`config.mk`:
```
export PLATFORM = sky130hd
export DESIGN_NAME = program_sequencer
export DESIGN_NICKNAME = d
export VERILOG_FILES = /design/src/rtl/program_sequencer_pkg.sv /design/src/rtl/program_sequencer_watchdog.sv /design/src/rtl/program_sequencer.sv
export SDC_FILE = /design/constraint.sdc
export NUM_CORES = 1
export LEC_CHECK = 0
export ABC_AREA = 1
export BUFFER_PORTS_ARGS = -buffer_cell sky130_fd_sc_hd__buf_2
export CAP_MARGIN = 10
export CORE_AREA = 3 3 65 67
export DETAILED_ROUTE_END_ITERATION = 8
export DIE_AREA = 0 0 68 70
export GPL_TIMING_DRIVEN = 0
export HOLD_SLACK_MARGIN = 0.03
export PLACE_DENSITY_LB_ADDON = 0.2
export SLEW_MARGIN = 40
export SYNTH_ARGS = -nofsm -noshare
export SYNTH_HDL_FRONTEND = slang
export SYNTH_SLANG_ARGS = --single-unit
```
`constraint.sdc`:
```
create_clock -name clk -period 2.64 [get_ports clk]
set_clock_uncertainty 0.1 [all_clocks]
set_input_delay 0.528 -clock clk [delete_from_list [all_inputs] [get_ports clk]]
set_output_delay 0.528 -clock clk [all_outputs]
set_load 0.01 [all_outputs]
```
`src/rtl/program_sequencer_pkg.sv`:
```
// Shared definitions for the program run sequencer.
// Holds sequencer state and status encodings.
package program_sequencer_pkg;

    typedef enum logic [1:0] {
        IDLE = 2'd0,
        LOAD = 2'd1,
        RUN  = 2'd2,
        ACK  = 2'd3
    } seq_state_t;

    typedef enum logic [1:0] {
        ST_OK      = 2'b00,
        ST_TIMEOUT = 2'b01,
        ST_BADSEL  = 2'b10
    } seq_status_t;

endpackage

```
`src/rtl/program_sequencer_watchdog.sv`:
```
// Saturating run-cycle counter with limit comparison.
// expired flags that the increment taken this cycle lands on the limit.
module run_watchdog
    import program_sequencer_pkg::*;
#(
    parameter int CW = 16
) (
    input  logic          clk,
    input  logic          clear,
    input  logic          enable,
    input  logic [CW-1:0] limit,
    output logic [CW-1:0] count,
    output logic          expired
);

    logic [CW-1:0] count_nxt;

    assign count_nxt = (&count) ? count : count + CW'(1);
    assign expired   = enable && (limit != '0) && (count_nxt == limit);

    always_ff @(posedge clk) begin
        if (clear) begin
            count <= '0;
        end else if (enable) begin
            count <= count_nxt;
        end
    end

endmodule

```
`src/rtl/program_sequencer.sv`:
```
// Run controller: accepts a program request, holds the core in reset
// while presenting the entry PC, runs it, and returns a status ack.
module program_sequencer
    import program_sequencer_pkg::*;
#(
    parameter int                     T           = 10,
    parameter int                     NUM_PROGS   = 4,
    parameter int                     SELW        = (NUM_PROGS > 1) ? $clog2(NUM_PROGS) : 1,
    parameter logic [NUM_PROGS*T-1:0] ENTRY_TABLE = '0,
    parameter int                     CW          = 16,
    parameter int unsigned            MAX_CYCLES  = 16'hFFFF
) (
    input  logic            clk,
    input  logic            init_n,
    input  logic            req,
    input  logic [SELW-1:0] prog_sel,
    output logic            ack,
    output logic [1:0]      status,
    output logic            busy,
    output logic            core_rst,
    output logic            core_start,
    output logic [T-1:0]    entry_pc,
    input  logic            core_done,
    output logic [CW-1:0]   cycle_count
);

    seq_state_t  state;
    seq_status_t status_q;
    logic [T-1:0] entry_sel;
    logic         sel_bad;
    logic         accept;
    logic         wd_clear;
    logic         wd_enable;
    logic         wd_expired;

    assign sel_bad = int'(prog_sel) >= NUM_PROGS;
    assign accept  = (state == IDLE) && req && !sel_bad;

    always_comb begin
        entry_sel = '0;
        for (int i = 0; i < NUM_PROGS; i++) begin
            if (int'(prog_sel) == i) begin
                entry_sel = ENTRY_TABLE[i*T +: T];
            end
        end
    end

    // Done in RUN freezes the counter, so the done cycle is never counted.
    assign wd_clear  = !init_n || accept;
    assign wd_enable = (state == RUN) && !core_done;

    run_watchdog #(
        .CW(CW)
    ) u_watchdog (
        .clk    (clk),
        .clear  (wd_clear),
        .enable (wd_enable),
        .limit  (CW'(MAX_CYCLES)),
        .count  (cycle_count),
        .expired(wd_expired)
    );

    assign status = status_q;

    always_ff @(posedge clk) begin
        if (!init_n) begin
            state      <= IDLE;
            ack        <= 1'b0;
            status_q   <= ST_OK;
            busy       <= 1'b0;
            core_rst   <= 1'b1;
            core_start <= 1'b0;
            entry_pc   <= '0;
        end else begin
            core_start <= 1'b0;
            unique case (state)
                IDLE: begin
                    if (req && sel_bad) begin
                        state    <= ACK;
                        ack      <= 1'b1;
                        status_q <= ST_BADSEL;
                    end else if (req) begin
                        state    <= LOAD;
                        entry_pc <= entry_sel;
                        status_q <= ST_OK;
                        busy     <= 1'b1;
                    end
                end
                LOAD: begin
                    state      <= RUN;
                    core_rst   <= 1'b0;
                    core_start <= 1'b1;
                end
                RUN: begin
                    if (core_done || wd_expired) begin
                        state    <= ACK;
                        ack      <= 1'b1;
                        busy     <= 1'b0;
                        core_rst <= 1'b1;
                        status_q <= core_done ? ST_OK : ST_TIMEOUT;
                    end
                end
                ACK: begin
                    if (!req) begin
                        state <= IDLE;
                        ack   <= 1'b0;
                    end
                end
                default: state <= IDLE;
            endcase
        end
    end

endmodule

```
# Word-level counts from Yosys, hierarchy flattened
# Index checks and enable logic that the tools add are counted.
dict set report totals {
  output_inout_bits 32
  reg_bits 24
  elab_cells 48
  input_bits 6
}
dict set report classes {
  eq_ne 7
  reduce_logical 16
  addsub 1
  muxes 17
}
# op n
set ops {}
lappend ops {{16-bit by 1-bit adder with 16-bit output, second input constant} 1}
lappend ops {{16-bit == test, second input constant} 1}
lappend ops {{16-bit 2-to-1 mux} 1}
lappend ops {{16-bit AND reduction} 1}
lappend ops {{2-bit 2-to-1 mux} 5}
lappend ops {{3-bit AND reduction} 3}
lappend ops {{2-bit case mux with 4 select lines} 1}
lappend ops {{1-bit 2-to-1 mux} 6}
lappend ops {{1-bit case mux with 2 select lines} 3}
lappend ops {{2-bit nonzero test} 3}
lappend ops {{2-bit == test, second input constant} 2}
lappend ops {{2-bit inequality test, second input constant} 2}
lappend ops {{2-bit case mux with 2 select lines} 1}
lappend ops {{1-bit logical AND} 3}
lappend ops {{2-bit by 1-bit == test with 1-bit output, second input constant} 1}
lappend ops {{1-bit logical NOT} 2}
lappend ops {{2-bit logical NOT} 1}
lappend ops {{1-bit logical OR} 2}
lappend ops {{2-bit by 1-bit inequality test with 1-bit output, second input constant} 1}
lappend ops {{2-bit AND reduction} 1}

# Longest topological paths before layout
dict set report depth {
  ltp_word 7
  ltp_mapped 15
  mapped_depth_nobuf 15
}

# By module
# From an unflattened synthesis, not the netlist that was laid out.
dict set report hier_totals {
  cells_unflattened 328
  hier_area_um2 1959.4
}
# module instances area_per_inst_um2 cells_each seq_area_each_um2
set by_module_without_submodules {}
lappend by_module_without_submodules {run_watchdog 1 1420.1 252 320.3}
lappend by_module_without_submodules {program_sequencer 1 539.3 76 140.1}

# Least setup slack after synthesis
# OpenSTA, ideal clock, no wires.
dict set report synth_timing {
  path_type {register to register}
  start {reg u_watchdog.count[0]}
  end {reg state[1]}
  period_less_slack_ps 2029
  path_stages_with_launch 16
  t_required_ps 2476
  setup_ps 64
  arrival_time_ps 1866
  setup_slack_ps 611
  n_path_buf 0
  cell_sequence {dfxtp_1 > ha_1 > nand2_2 > nor2_4 > nand2_2 > nor2_4 > nand3_1 > nand2_1 > nand3_1 > nor2_2 > nand3_2 > nand3_4 > nand3_2 > nand2_1 > inv_1 > nor2_1}
}
dict set report synth_between {
  elab_chain_cells 7
  word_cells_on_any_way 8
  cone_classes {1 x add/sub; 2 x eq/ne; 1 x mux; 4 x reduce/logical}
}
# element line_no
set synth_rtl {}
lappend synth_rtl {{start, declared} program_sequencer_watchdog.sv:12} ;# output logic [CW-1:0] count,
lappend synth_rtl {{start signal, assigned} program_sequencer_watchdog.sv:25} ;# count <= count_nxt;
lappend synth_rtl {{16-bit by 1-bit adder with 16-bit output / 16-bit AND reduction (equally long branches)} program_sequencer_watchdog.sv:18} ;# assign count_nxt = (&count) ? count : count + CW'(1);
lappend synth_rtl {{16-bit 2-to-1 mux *} program_sequencer_watchdog.sv:18}
lappend synth_rtl {{16-bit == test *} program_sequencer_watchdog.sv:19} ;# assign expired = enable && (limit != '0) && (count_nxt == limit);
lappend synth_rtl {{1-bit logical AND *} program_sequencer_watchdog.sv:19}
lappend synth_rtl {{1-bit logical OR *} program_sequencer.sv:95} ;# if (core_done || wd_expired) begin
lappend synth_rtl {{2-bit by 1-bit inequality test with 1-bit output (no source line) *} n/a}
lappend synth_rtl {{3-bit AND reduction (no source line) *} n/a}
lappend synth_rtl {{end signal, assigned} program_sequencer.sv:96} ;# state <= ACK;
lappend synth_rtl {{end signal, assigned} program_sequencer.sv:105} ;# state <= IDLE;
lappend synth_rtl {{end signal, assigned} program_sequencer.sv:109} ;# default: state <= IDLE;
lappend synth_rtl {{end, declared} program_sequencer.sv:27} ;# seq_state_t state;
# Every way passes the cells marked *; elsewhere a longest branch is shown, timed or not.
# A chain may end at the register's enable or synchronous reset.

# Worst setup path after layout
# Same ends and word-level chain as after synthesis.

==> flow_summary.toml <==
[sta]
whs_ps = 374
rsz0062_at_grt = "no"
maxSlewHeadroom_pct = 64.4
tightest_slew_ps = 534
hold_viol_final = 0
tns_ps = 0
slew_viol_final = 0
fin_crit_ps = 2290
fmax_mhz = 437
setup_viol = 0
final.period_utilization_pct = 86.7

[die]
core_area_sq_mm = 0.00369
die_w_microns = 68
num_io_pins = 38
die_area_sq_mm = 0.00476
start_util_pct = 45.1
die_y_microns = 70
row_count = 22

[setup_path]
crit_path_end_kind = "flop"
path_depth = 13
crit_arrival_ps = 2410
worst-path-buf-inv = 1
cpMaxStageDelayCell = "dfxtp_1"
crit_path_start_kind = "flop"
cpLargestDelayFamily = "simple AND/OR/NAND/NOR gates"
worstPathMaxFanout = 6
regToRegStartpoint = "u_watchdog.count[0]"
path_cells = "ha_1 -> nand2_2 -> nor2_4 -> nand4_1 -> nand3_1 -> nand2_1 -> nor2_2 -> nand3_2 -> nand3_4 -> nand3_2 -> nand2_1 -> inv_1 -> nor2_1"
path_class = "flop to flop"
crit_start = "u_watchdog.count[0]"
required_ps = 2760
r2r_cells = 13
slowest_delay_ps = 440

[clock_network]
h-tree-depth = 1
cts.sinks = 23
clk_pin_slew_ps = 90
cts_buffer_depth = 2
postCtsSetupBuffers = 0
clkLatencyLatePin_ps = 270
hold_buffers = 0
cts_tree = "done"
cts_resized = 0
cts_buffers = 3
clockRootBuffer = "clkbuf_8"

[placement]
port_buffers = 24
placed_area_sq_mm = 0.00188
dpl.cell_count = 331
gp_congestion = 0.854
dp_hpwl_microns = 2990

[global_route]
grt_max_degree = 14
grt_overflow = 0
grt_pass1_vias = 1460
use_met1_pct = 25.0
top_usage_layer = "met2"
met2_usage_pct = 25.6
use_met3_pct = 3.05
antenna_found_initial = 0
grt_first_pass_wirelength_microns = 6550
grt.total_usage_pct = 17.4

[logic_synthesis]
yosys_warnings = 0
yosys-mux-area-fraction_pct = 0
yosysTopAreaCell = "dfxtp_1"
synth_top_area_share_pct = 27.7
synth_top_family_by_area = "simple AND/OR/NAND/NOR gates"
yosys.area_share.simple_pct = 38.0
yosysUniqueCellTypes = 30
synth_fa_ha_area_share_pct = 3.76
synth-seq-area-share_pct = 27.7
avgSynthCellArea_sq_um = 6.68
syn_area_sq_mm = 0.00166
synth-seq-cells = 23
synthTopCellsByArea = "dfxtp_1 (28%), nand2_1 (14%), inv_1 (7.2%)"
synth_xor_area_share_pct = 2.11
synth_compound_area_share_pct = 13.8
syn_inst = 249

[route]
wl_per_cell_microns = 11.6
ant_nets = 0
firstDrtPassIters = 4
totalWireLength_microns = 3880
num_vias = 1634
drc_errors = 0
drt_iter0_markers = 101
vias_per_cell = 4.88

[flow_run]
cap_violations = 0

[layout]
finalNonFillerCells = 335
fin_area_sq_mm = 0.00193
drive_gt1_share_pct = 20.9
fill_cells = 395
area.growth.synth_to_final_pct = 15.9
fin_nets = 299
antenna_cells = 0

[power]
irDropWorstVdd_mv = 0.373
power_per_cell_area_mw_per_mm2 = 607
power_leakage_nw = 0.945

[hold_path]
holdPathStages = 2
hp-class = "flop to flop"
hp-start = "status[0]"

[run_status]
outcome = "finished clean"
==> placed cells by master, fill, tap and decap left out, drive strengths merged <==
cell type and count:
nand4 7, dfxtp 23, o21bai 2, xor2 3
conb 11, nand2 66, nand3b 3, o211ai 6
o21ai 15, nor2 26, a211o 1, xnor2 1
a31oi 3, ha 5, inv 34, clkbuf 5
nand3 23, clkinv 4, buf 36, o21a 1
a21oi 12
==> sequential cells by signal, indices dropped and copies added (netlist names) <==
register and count:
busy 1, state 2, core_start 1, core_rst 1, u_watchdog.count 16, status 1, ack 1
==> cell type report <==
cell class              count  area, sq um  area share, %
multi-input cells         185         1000           51.9
flip-flops and latches     23          460           23.9
inverters                  37          139           7.20
repair buffers             24          120           6.23
plain buffers              14          101           5.26
well taps                  48         60.1           3.11
clock buffers               3         41.3           2.14
clock inverters             1         5.00          0.260
==> per-layer routing <==
layer  vias up  part of all wire, %
met5         -                    0
met4         0                 0.57
met3         2                  4.0
met2        36                   46
met1       732                   49
li1        864                    -
==> synthesized netlist by cell type <==
cell / n
o211ai_1: 6
dfxtp_1: 23
inv_2: 2
o21ai_0: 11
nand2_2: 5
nand4_1: 6
o21a_1: 1
nand3_2: 3
buf_4: 11
nand3_4: 1
clkinv_1: 3
nand2_1: 61
o21bai_1: 2
nor2_2: 2
xnor2_1: 1
conb_1: 1
a21oi_1: 12
nand4_4: 1
nor2_1: 18
nor2_4: 6
xor2_1: 3
nand3b_1: 3
inv_1: 32
ha_1: 5
a211o_1: 1
a31oi_1: 3
clkbuf_1: 2
o21ai_1: 4
buf_6: 1
nand3_1: 19
==> final timing paths <==
| path | slack, ps | end |
|---|---|---|
| setup reg to reg | 350 | state[1] |
| hold / removal | 370 | status[0] |
| setup / recovery | 350 | state[1] |
| hold reg to reg | 370 | status[0] |
==> cell families after synthesis <==
kind of cell	Yosys count
compound gates	40
xor+xnor	4
fa+ha+maj	5
buf+inv	51
flops	23
other cells	1
simple gates	125
==> report_power, final <==
group | switching, W | total (W) | leakage [nW] | internal (W)
clock | 0.000121 | 0.000227 | 0.0255 | 0.000106
sequential | 0.0000793 | 0.000500 | 0.187 | 0.000421
combinational | 0.000267 | 0.000443 | 0.733 | 0.000175
==> stage by stage <==
stage | power, W | setup slack (ps) | util (%)
6_report | 0.00117 | 351 | 52.3
5_1_grt | 0.00128 | 123 | 52.3
4_1_cts | 0.00118 | 339 | 52.3
3_5_place_dp | 0.000950 | 358 | 51.0
3_3_place_gp | 0.000944 | 381 | 51.0
2_1_floorplan | 0.000815 | 611 | -
==> worst register-to-register path, stage by stage, from the launching register on <==
cell and delay [ps]:
dfxtp_1 440, ha_1 310, nand2_2 100, nor2_4 160, nand4_1 270, nand3_1 200
nand2_1 80, nor2_2 120, nand3_2 110, nand3_4 110, nand3_2 80, nand2_1 60
inv_1 40, nor2_1 80
Power figures use the tool's default switching activity.
